--- src/rtl/bus_arbiter_pkg.sv ---
// Shared definitions for the two-master memory bus arbiter.
//   - default address/data widths
//   - FSM state encoding (2-bit)
//   - wait-counter width helper (safe for a disabled timeout of 0)
package bus_arbiter_pkg;

    localparam int DEF_ADDR_W = 32;
    localparam int DEF_DATA_W = 32;

    typedef enum logic [1:0] {
        ST_IDLE   = 2'd0,
        ST_BUSY_I = 2'd1,
        ST_BUSY_D = 2'd2,
        ST_DONE   = 2'd3
    } state_t;

    // $clog2(TIMEOUT+1) collapses to 0 bits when TIMEOUT is 0; keep at least one.
    function automatic int cnt_width(input int timeout);
        return (timeout < 1) ? 1 : $clog2(timeout + 1);
    endfunction

endpackage

--- src/rtl/bus_timeout.sv ---
// Saturating bus wait counter.
//   clk, rst_n : clock, asynchronous active-low reset
//   clr        : zero the counter (held while the arbiter is idle)
//   en         : count one bus wait cycle
//   expired    : counter has reached TIMEOUT (never asserts when TIMEOUT is 0)
module bus_timeout
    import bus_arbiter_pkg::*;
#(
    parameter int TIMEOUT = 255
) (
    input  logic clk,
    input  logic rst_n,
    input  logic clr,
    input  logic en,
    output logic expired
);

    localparam int             CW    = cnt_width(TIMEOUT);
    localparam logic [CW-1:0]  LIMIT = CW'(TIMEOUT);

    logic [CW-1:0] cnt;

    // Stops at LIMIT instead of wrapping so a long stall cannot re-arm the count.
    always_ff @(posedge clk or negedge rst_n) begin
        if (!rst_n) begin
            cnt <= '0;
        end else if (clr) begin
            cnt <= '0;
        end else if (en && (cnt != LIMIT)) begin
            cnt <= cnt + 1'b1;
        end
    end

    assign expired = (TIMEOUT != 0) && (cnt == LIMIT);

endmodule

--- src/rtl/bus_arbiter.sv ---
// Two-master, one-slave memory bus arbiter (instruction fetch + data port).
// Serialises transactions, breaks ties round-robin, aborts on timeout.
//   i_clk, i_rstn              : clock, asynchronous active-low reset
//   i_i_* / o_i_*              : fetch port (req, addr -> rdata, ack, err)
//   i_d_* / o_d_*              : data port (req, we, addr, wdata, be -> rdata, ack, err)
//   o_bus_* / i_bus_rdata/ack  : single slave bus
// All outputs come straight from registers.
module bus_arbiter
    import bus_arbiter_pkg::*;
#(
    parameter int ADDR_W  = DEF_ADDR_W,
    parameter int DATA_W  = DEF_DATA_W,
    parameter int TIMEOUT = 255
) (
    input  logic                  i_clk,
    input  logic                  i_rstn,
    input  logic                  i_i_req,
    input  logic [ADDR_W-1:0]     i_i_addr,
    output logic [DATA_W-1:0]     o_i_rdata,
    output logic                  o_i_ack,
    output logic                  o_i_err,
    input  logic                  i_d_req,
    input  logic                  i_d_we,
    input  logic [ADDR_W-1:0]     i_d_addr,
    input  logic [DATA_W-1:0]     i_d_wdata,
    input  logic [DATA_W/8-1:0]   i_d_be,
    output logic [DATA_W-1:0]     o_d_rdata,
    output logic                  o_d_ack,
    output logic                  o_d_err,
    output logic                  o_bus_req,
    output logic                  o_bus_we,
    output logic [ADDR_W-1:0]     o_bus_addr,
    output logic [DATA_W-1:0]     o_bus_wdata,
    output logic [DATA_W/8-1:0]   o_bus_be,
    input  logic [DATA_W-1:0]     i_bus_rdata,
    input  logic                  i_bus_ack
);

    state_t            state;
    logic              last_d;   // 1: the most recent grant went to the data port
    logic [DATA_W-1:0] rdata_q;
    logic              expired;
    logic              busy;

    assign busy = (state == ST_BUSY_I) || (state == ST_BUSY_D);

    bus_timeout #(.TIMEOUT(TIMEOUT)) u_timeout (
        .clk     (i_clk),
        .rst_n   (i_rstn),
        .clr     (state == ST_IDLE),
        .en      (busy),
        .expired (expired)
    );

    // Both ports read the same register; only read completions update it.
    assign o_i_rdata = rdata_q;
    assign o_d_rdata = rdata_q;

    always_ff @(posedge i_clk or negedge i_rstn) begin
        if (!i_rstn) begin
            state       <= ST_IDLE;
            last_d      <= 1'b0;
            rdata_q     <= '0;
            o_i_ack     <= 1'b0;
            o_i_err     <= 1'b0;
            o_d_ack     <= 1'b0;
            o_d_err     <= 1'b0;
            o_bus_req   <= 1'b0;
            o_bus_we    <= 1'b0;
            o_bus_addr  <= '0;
            o_bus_wdata <= '0;
            o_bus_be    <= '0;
        end else begin
            o_i_ack <= 1'b0;
            o_i_err <= 1'b0;
            o_d_ack <= 1'b0;
            o_d_err <= 1'b0;
            case (state)
                ST_IDLE: begin
                    // Data wins when alone, or on a tie when fetch went last.
                    if (i_d_req && (!i_i_req || !last_d)) begin
                        state       <= ST_BUSY_D;
                        last_d      <= 1'b1;
                        o_bus_req   <= 1'b1;
                        o_bus_we    <= i_d_we;
                        o_bus_addr  <= i_d_addr;
                        o_bus_wdata <= i_d_wdata;
                        o_bus_be    <= i_d_be;
                    end else if (i_i_req) begin
                        state       <= ST_BUSY_I;
                        last_d      <= 1'b0;
                        o_bus_req   <= 1'b1;
                        o_bus_we    <= 1'b0;
                        o_bus_addr  <= i_i_addr;
                        o_bus_wdata <= '0;
                        o_bus_be    <= '1;
                    end
                end
                ST_BUSY_I, ST_BUSY_D: begin
                    // An ack in the expiring cycle still counts as a completion.
                    if (i_bus_ack) begin
                        state     <= ST_DONE;
                        o_bus_req <= 1'b0;
                        if (!o_bus_we) rdata_q <= i_bus_rdata;
                        if (state == ST_BUSY_I) o_i_ack <= 1'b1;
                        else                    o_d_ack <= 1'b1;
                    end else if (expired) begin
                        state     <= ST_DONE;
                        o_bus_req <= 1'b0;
                        if (state == ST_BUSY_I) o_i_err <= 1'b1;
                        else                    o_d_err <= 1'b1;
                    end
                end
                // Completion pulse is on the outputs this cycle; requests are
                // not looked at until IDLE.
                ST_DONE: state <= ST_IDLE;
                default: state <= ST_IDLE;
            endcase
        end
    end

endmodule

--- config.mk ---
export PLATFORM = sky130hd
export DESIGN_NAME = bus_arbiter
export DESIGN_NICKNAME = d
export VERILOG_FILES = /design/src/rtl/bus_arbiter_pkg.sv /design/src/rtl/bus_timeout.sv /design/src/rtl/bus_arbiter.sv
export SDC_FILE = /design/constraint.sdc
export NUM_CORES = 1
export LEC_CHECK = 0
export CORE_MARGIN = 2
export CORE_UTILIZATION = 43
export DETAILED_ROUTE_END_ITERATION = 6
export PLACE_DENSITY = 0.83
export SYNTH_ARGS = -nofsm -noshare
export SYNTH_HDL_FRONTEND = slang
export SYNTH_SLANG_ARGS = --single-unit
--- constraint.sdc ---
create_clock -name i_clk -period 4.3 [get_ports i_clk]
set_input_delay 0.86 -clock i_clk [delete_from_list [all_inputs] [get_ports i_clk]]
set_output_delay 0.86 -clock i_clk [all_outputs]
set_load 0.03 [all_outputs]
==> impl_metrics.json, run 1 <==
{
  "place_area_mm2": 0.007725,
  "path_cells": "clkdlybuf4s50_1, nand2_2, or2_2, mux2_2",
  "clockBufferDepth": 2,
  "grt_pass1_vias": 4188,
  "tritoncts_num_sinks": 117,
  "post-place-cells": 773,
  "synth_ff_type": "dfrtp_1",
  "insertion_delay_ns": 0.41,
  "switchingPower_mw": 2.902,
  "p_int_mw": 4.268,
  "cap_violations": 0,
  "hp-class": "flop to flop",
  "slowest_delay_ns": 0.83,
  "synthArstFlopShare_pct": 100.0,
  "cp.arrival_ns": 2.75,
  "multiInputGateArea_mm2": 0.001809,
  "antenna_cells": 0,
  "antenna_found_initial": 0,
  "setup_violations": 0,
  "vias_per_cell": 5.060,
  "gp_congestion": 0.7800,
  "finalCoreUtilization_pct": 70.26,
  "setup_ws_ns": 1.847,
  "crit_family": "simple AND/OR/NAND/NOR gates",
  "placementRows": 40,
  "initialDrtViolationCount": 223,
  "root_buffer": "clkbuf_16",
  "fillers": 850,
  "gr-usage-all-layers_pct": 23.05,
  "start_util_pct": 43.49,
  "crit_path_max_fanout": 32,
  "layout_min_cycle_time_ns": 2.454,
  "cts_resized": 0,
  "grt_pass1_wl_um": 22620,
  "grt_max_degree": 93,
  "synthesis.nets": 544,
  "crit_slowest_cell": "or2_2",
  "place_worst_setup_slack_ns": 1.426,
  "nets": 786,
  "overflow": 0,
  "finalClockSkew_ns": 0.007927,
  "core_area_mm2": 0.01186,
  "synth_area_per_cell_um2": 12.80,
  "synth_area_mm2": 0.005159,
  "power.leakage_nw": 3.703,
  "num_io_pins": 276,
  "hold_slack_ns": 0.4752,
  "crit_path_start_kind": "primary input",
  "final_antenna_net_count": 0,
  "regArea_mm2": 0.002928,
  "cts_made_buffers": 17,
  "drive_above_1_share_pct": 11.26,
  "dieArea_mm2": 0.01289,
  "end_kind": "flop",
  "tightest_slew_ns": 1.120,
  "fin_tns_setup_ns": 0,
  "synth-edff-count": 0,
  "hold_viol_final": 0,
  "synth_cells": 403,
  "yosys_warnings": 0,
  "power_frac_clock_pct": 20.1,
  "wl_per_cell_um": 18.53,
  "postCtsHoldBufs": 0,
  "die_w_um": 113.5,
  "switching_share_pct": 40.47,
  "synth.distinct_cells": 38,
  "rsz0062_at_grt": "no",
  "power_density_mw_per_mm2": 860.3,
  "cts_tree": "done",
  "cts_max_level": 4,
  "area.growth.synth_to_final_pct": 61.56,
  "dr.pass1.iters": 4,
  "cp.required_ns": 4.59,
  "die_h_um": 113.5,
  "final.period_utilization_pct": 57.06,
  "post_cts_buffers": 0,
  "outcome": "finished clean",
  "peakVddDrop_uv": 401.7,
  "dp_hpwl_um": 10720,
  "pwr-share-seq_pct": 26.7,
  "fmax_mhz": 407.6,
  "final_area_mm2": 0.008334,
  "drv_slew": 0,
  "combPwrFrac_pct": 53.2,
  "num_vias": 4068,
  "power_mw": 7.170,
  "maxSlewHeadroom_pct": 25.32,
  "cts.clk_slew.worst_paths_ns": 0.05,
  "critPathKind": "primary input to flop",
  "io_buffers": 275,
  "critPathBufInv": 1,
  "instances_no_fill": 804,
  "ys_ff_latch": 117,
  "ys_seq_area_share_pct": 56.75,
  "drc": 0,
  "drt_wl_total_um": 14900
}
[cell families after synthesis]
kind of cell	synth area share (%)
mux	16.20
simple gates	6.136
buf+inv	8.537
compound gates	11.13
fa+ha+maj	0.7277
xor+xnor	0.5094
flops	56.75
[placed cells by master, fill, tap and decap left out, types with 3 or more instances in the layout]
cell	n
clkdlybuf4s50_1	274
dfrtp_1	117
nand2_1	37
o21ai_0	34
mux2i_1	34
a22o_1	33
mux2_4	30
clkbuf_16	17
nor2_1	13
a21oi_1	5
o22a_1	4
mux2_2	4
clkinv_2	4
clkbuf_8	4
buf_4	4
inv_1	3
nand3_1	3
nor2b_1	3
nor3_1	3
ha_1	3
bufinv_16	3
[synthesized netlist by cell type (4+ instances only)]
library cell | count | area share, %
a21oi_1 | 5 | 0.49
mux2i_1 | 34 | 6.6
clkbuf_1 | 9 | 0.65
dfrtp_1 | 117 | 57
a22o_1 | 33 | 5.6
buf_4 | 41 | 6.0
nor2_1 | 13 | 0.95
o22a_1 | 4 | 0.68
o21ai_0 | 34 | 3.3
nand2_1 | 37 | 2.7
mux2_4 | 30 | 8.7
mux2_2 | 4 | 0.87
[area by class of cell]
| class | instances | share of cell area (%) |
|---|---|---|
| sequential | 117 | 35.13 |
| timing repair buffer | 279 | 33.51 |
| multi-input combinational | 227 | 21.71 |
| clock buffer | 22 | 5.810 |
| tap | 147 | 2.207 |
| clock inverter | 9 | 1.501 |
| inverter | 3 | 0.1351 |
[metal layers]
layer	track usage, %	routed length (µm)
met4	10.24	416
met2	40.08	7623
met1	26.56	5874
met3	6.536	979
met5	0	0
[path summary, 6_finish.rpt]
kind	slack [ns]	start	end	cells past startpoint
worst max-delay path	1.85	i_bus_ack	o_d_rdata[31]$_DFFE_PN0P_	4
worst min-delay path	0.48	o_bus_addr[9]$_DFFE_PN0P_	o_bus_addr[9]$_DFFE_PN0P_	2
worst max register to register	1.94	state[0]$_DFFE_PN0P_	o_d_rdata[31]$_DFFE_PN0P_	5
worst min register to register	0.48	o_bus_addr[9]$_DFFE_PN0P_	o_bus_addr[9]$_DFFE_PN0P_	2
max in group asynchronous	2.64	i_rstn	o_bus_wdata[19]$_DFFE_PN0P_	2
min in group asynchronous	0.68	i_rstn	o_d_rdata[4]$_DFFE_PN0P_	1
[worst register-to-register path, stage by stage, from the launching register on]
cell and delay (ns):
dfrtp_1 0.38, inv_1 0.06, ha_1 0.41, nand2_2 0.13, or2_2 0.83, mux2_2 0.43
[power groups by stage]
stage | Sequential (mW) | Clock (mW) | Combinational, mW
finish | 1.91 | 1.44 | 3.82
global route | 1.98 | 1.52 | 3.99
CTS | 1.91 | 1.47 | 3.84
detailed placement | 1.92 | 0 | 3.82
global placement | 1.89 | 0 | 3.73
floorplan | 2.74 | 0 | 1.67
[flip-flops by register name, indices dropped and copies added, names as in the netlist, 2 cells and up]
| name | count |
|---|---|
| o_bus_be | 4 |
| o_d_rdata | 32 |
| u_timeout.cnt | 8 |
| o_bus_addr | 32 |
| state | 2 |
| o_bus_wdata | 32 |
Note: power is estimated with default switching activity, not from simulation.
==> inputs of run 2 (changes only) <==
--- a/config.mk
+++ b/config.mk
@@ -6,9 +6,9 @@
 export NUM_CORES = 1
 export LEC_CHECK = 0
 export CORE_MARGIN = 2
-export CORE_UTILIZATION = 43
+export CORE_UTILIZATION = 39
 export DETAILED_ROUTE_END_ITERATION = 6
-export PLACE_DENSITY = 0.83
+export PLACE_DENSITY = 0.76
 export SYNTH_ARGS = -nofsm -noshare
 export SYNTH_HDL_FRONTEND = slang
 export SYNTH_SLANG_ARGS = --single-unit
==> constraint.sdc (replaced) <==
create_clock -name i_clk -period 2.5 [get_ports i_clk]
set_input_delay 0.5 -clock i_clk [delete_from_list [all_inputs] [get_ports i_clk]]
set_output_delay 0.5 -clock i_clk [all_outputs]
set_load 0.03 [all_outputs]
==> run 2 against run 1 <==
Compared with the run above: critical path depth is 3 lower; sequential power grew 72%; setup slack got worse by 1.4 ns; clock power is 74% higher; register-to-register slack lost 1.4 ns; core utilization down 5.5 points; critical path type is now flop to output pin; largest power group unchanged.
==> impl_metrics.json, run 2 (synthesized netlist as in run 1, its figures left out) <==
{
  "cp.required_ns": 2.00,
  "path_cells": "clkdlybuf4s50_1",
  "fmax_mhz": 491.5,
  "tritoncts_num_sinks": 117,
  "die_w_um": 119.0,
  "num_io_pins": 276,
  "cts_max_level": 4,
  "overflow": 0,
  "pwr-share-seq_pct": 26.5,
  "regArea_mm2": 0.002928,
  "switchingPower_mw": 4.967,
  "fin_tns_setup_ns": 0,
  "grt_util_met3_pct": 6.034,
  "antenna_cells": 0,
  "use_met1_pct": 23.38,
  "nets": 791,
  "multiInputGateArea_mm2": 0.001809,
  "clockBufferDepth": 2,
  "area.growth.synth_to_final_pct": 64.30,
  "final_cell_mix": "clkdlybuf4s50_1 (274), dfrtp_1 (117), nand2_1 (37)",
  "final_antenna_net_count": 0,
  "postCtsHoldBufs": 0,
  "placementRows": 42,
  "switching_share_pct": 40.13,
  "layout_commonest_cell": "clkdlybuf4s50_1",
  "dp_hpwl_um": 10520,
  "tightest_slew_ns": 0.5982,
  "final.period_utilization_pct": 81.38,
  "insertion_delay_ns": 0.41,
  "cts.clk_slew.worst_paths_ns": 0.05,
  "cts_tree": "done",
  "cap_violations": 0,
  "cts_made_buffers": 17,
  "critPathBufInv": 1,
  "crit_path_max_fanout": 3,
  "root_buffer": "clkbuf_16",
  "power_density_mw_per_mm2": 1460,
  "die_h_um": 119.0,
  "dieArea_mm2": 0.01416,
  "finalClockSkew_ns": 0.007234,
  "end_kind": "output pin",
  "combPwrFrac_pct": 53.2,
  "critPathKind": "flop to output pin",
  "num_vias": 4081,
  "p_int_mw": 7.410,
  "cp.arrival_ns": 1.53,
  "crit_family": "buffers and inverters",
  "drv_slew": 0,
  "initialDrtViolationCount": 219,
  "crit_path_start_kind": "flop",
  "grt_pass1_vias": 4224,
  "grt_max_degree": 61,
  "peakVddDrop_uv": 859.5,
  "hold_viol_final": 0,
  "crit_slowest_cell": "clkdlybuf4s50_1",
  "antenna_found_initial": 0,
  "wl_per_cell_um": 16.62,
  "layout_min_cycle_time_ns": 2.035,
  "outcome": "finished clean",
  "setup_violations": 0,
  "core_area_mm2": 0.01309,
  "start_util_pct": 39.42,
  "io_buffers": 275,
  "instances_no_fill": 839,
  "dr.pass1.iters": 4,
  "rsz0062_at_grt": "no",
  "power_frac_clock_pct": 20.3,
  "gr-usage-all-layers_pct": 20.40,
  "cts_resized": 0,
  "hp-class": "primary input to asynchronous set/reset pin",
  "power.leakage_nw": 3.747,
  "post-place-cells": 807,
  "vias_per_cell": 4.864,
  "drive_above_1_share_pct": 12.07,
  "drc": 0,
  "grtUsageMet2_pct": 36.10,
  "slowest_delay_ns": 0.72,
  "grt_pass1_wl_um": 22410,
  "power_mw": 12.38,
  "gp_congestion": 0.7824,
  "maxSlewHeadroom_pct": 60.12,
  "post_cts_buffers": 0,
  "fillers": 989,
  "busiest_layer": "met2",
  "drt_wl_total_um": 13940
}
==> run 2: cell types whose count changed in the layout (fill, tap and decap cells not counted), sizes merged <==
cell      change
buf           +5
clkinvlp      +1
bufinv        +1
clkinv        +3
clkbuf        -4
==> run 2: layer usage <==
layer  vias to the layer above  routed length (µm)
met1                      2008                5595
met5                         -                   0
met3                        22                 745
met2                       167                7337
li1                       1884                   -
met4                         0                 262
==> run 2: worst paths after layout <==
check / startpoint / end / slack, ns / depth (start not counted)
max: o_bus_we$_DFFE_PN0P_ / o_bus_we / 0.47 / 1
min: i_rstn / o_d_rdata[10]$_DFFE_PN0P_ / 0.02 / 1
max reg2reg: state[0]$_DFFE_PN0P_ / o_d_rdata[9]$_DFFE_PN0P_ / 0.57 / 6
min reg2reg: o_bus_addr[19]$_DFFE_PN0P_ / o_bus_addr[19]$_DFFE_PN0P_ / 0.47 / 2
max in group asynchronous: i_rstn / o_d_rdata[26]$_DFFE_PN0P_ / 1.81 / 2
min in group i_clk: o_bus_addr[19]$_DFFE_PN0P_ / o_bus_addr[19]$_DFFE_PN0P_ / 0.47 / 2
==> run 2: per-stage QoR <==
stage | instance area [µm²] | setup slack, ns | utilization, % | hold slack (ns)
detailed placement | 7861 | 0.3817 | 60.08 | 0.4580
floorplan | 5159 | 0.7931 | - | 0.2044
finish | 8476 | 0.4655 | 64.77 | 0.01964
CTS | 8476 | 0.4381 | 64.77 | 0.01013
global placement | 7861 | 0.4227 | 60.08 | 0.4535
global route | 8476 | 0.4134 | 64.77 | 0.03369
==> run 2: power groups by stage <==
stage               sequential [mW]  combinational (mW)  clock, mW
floorplan                      4.71                2.87          0
global placement               3.26                6.50          0
detailed placement             3.30                6.62          0
CTS                            3.28                6.64       2.57
global route                   3.38                6.92       2.66
finish                         3.28                6.59       2.51
==> run 2: worst register-to-register path, delay by kind of cell, from the launching register on <==
family                   cells  cell delay, ns
flip-flops                   1            0.37
buffers and inverters        2            0.25
multiplexers                 1            0.34
AND/OR/NAND/NOR              2            0.40
adder cells (fa/ha/maj)      1            0.45
==> run 2: layout make-up <==
type / instances / share of cell area (%)
clock inverters: 14 / 2.185
inverters: 3 / 0.1329
flip-flops and latches: 117 / 34.54
well taps: 176 / 2.598
clock buffers: 18 / 5.063
repair buffers: 284 / 34.13
multi-input cells: 227 / 21.35
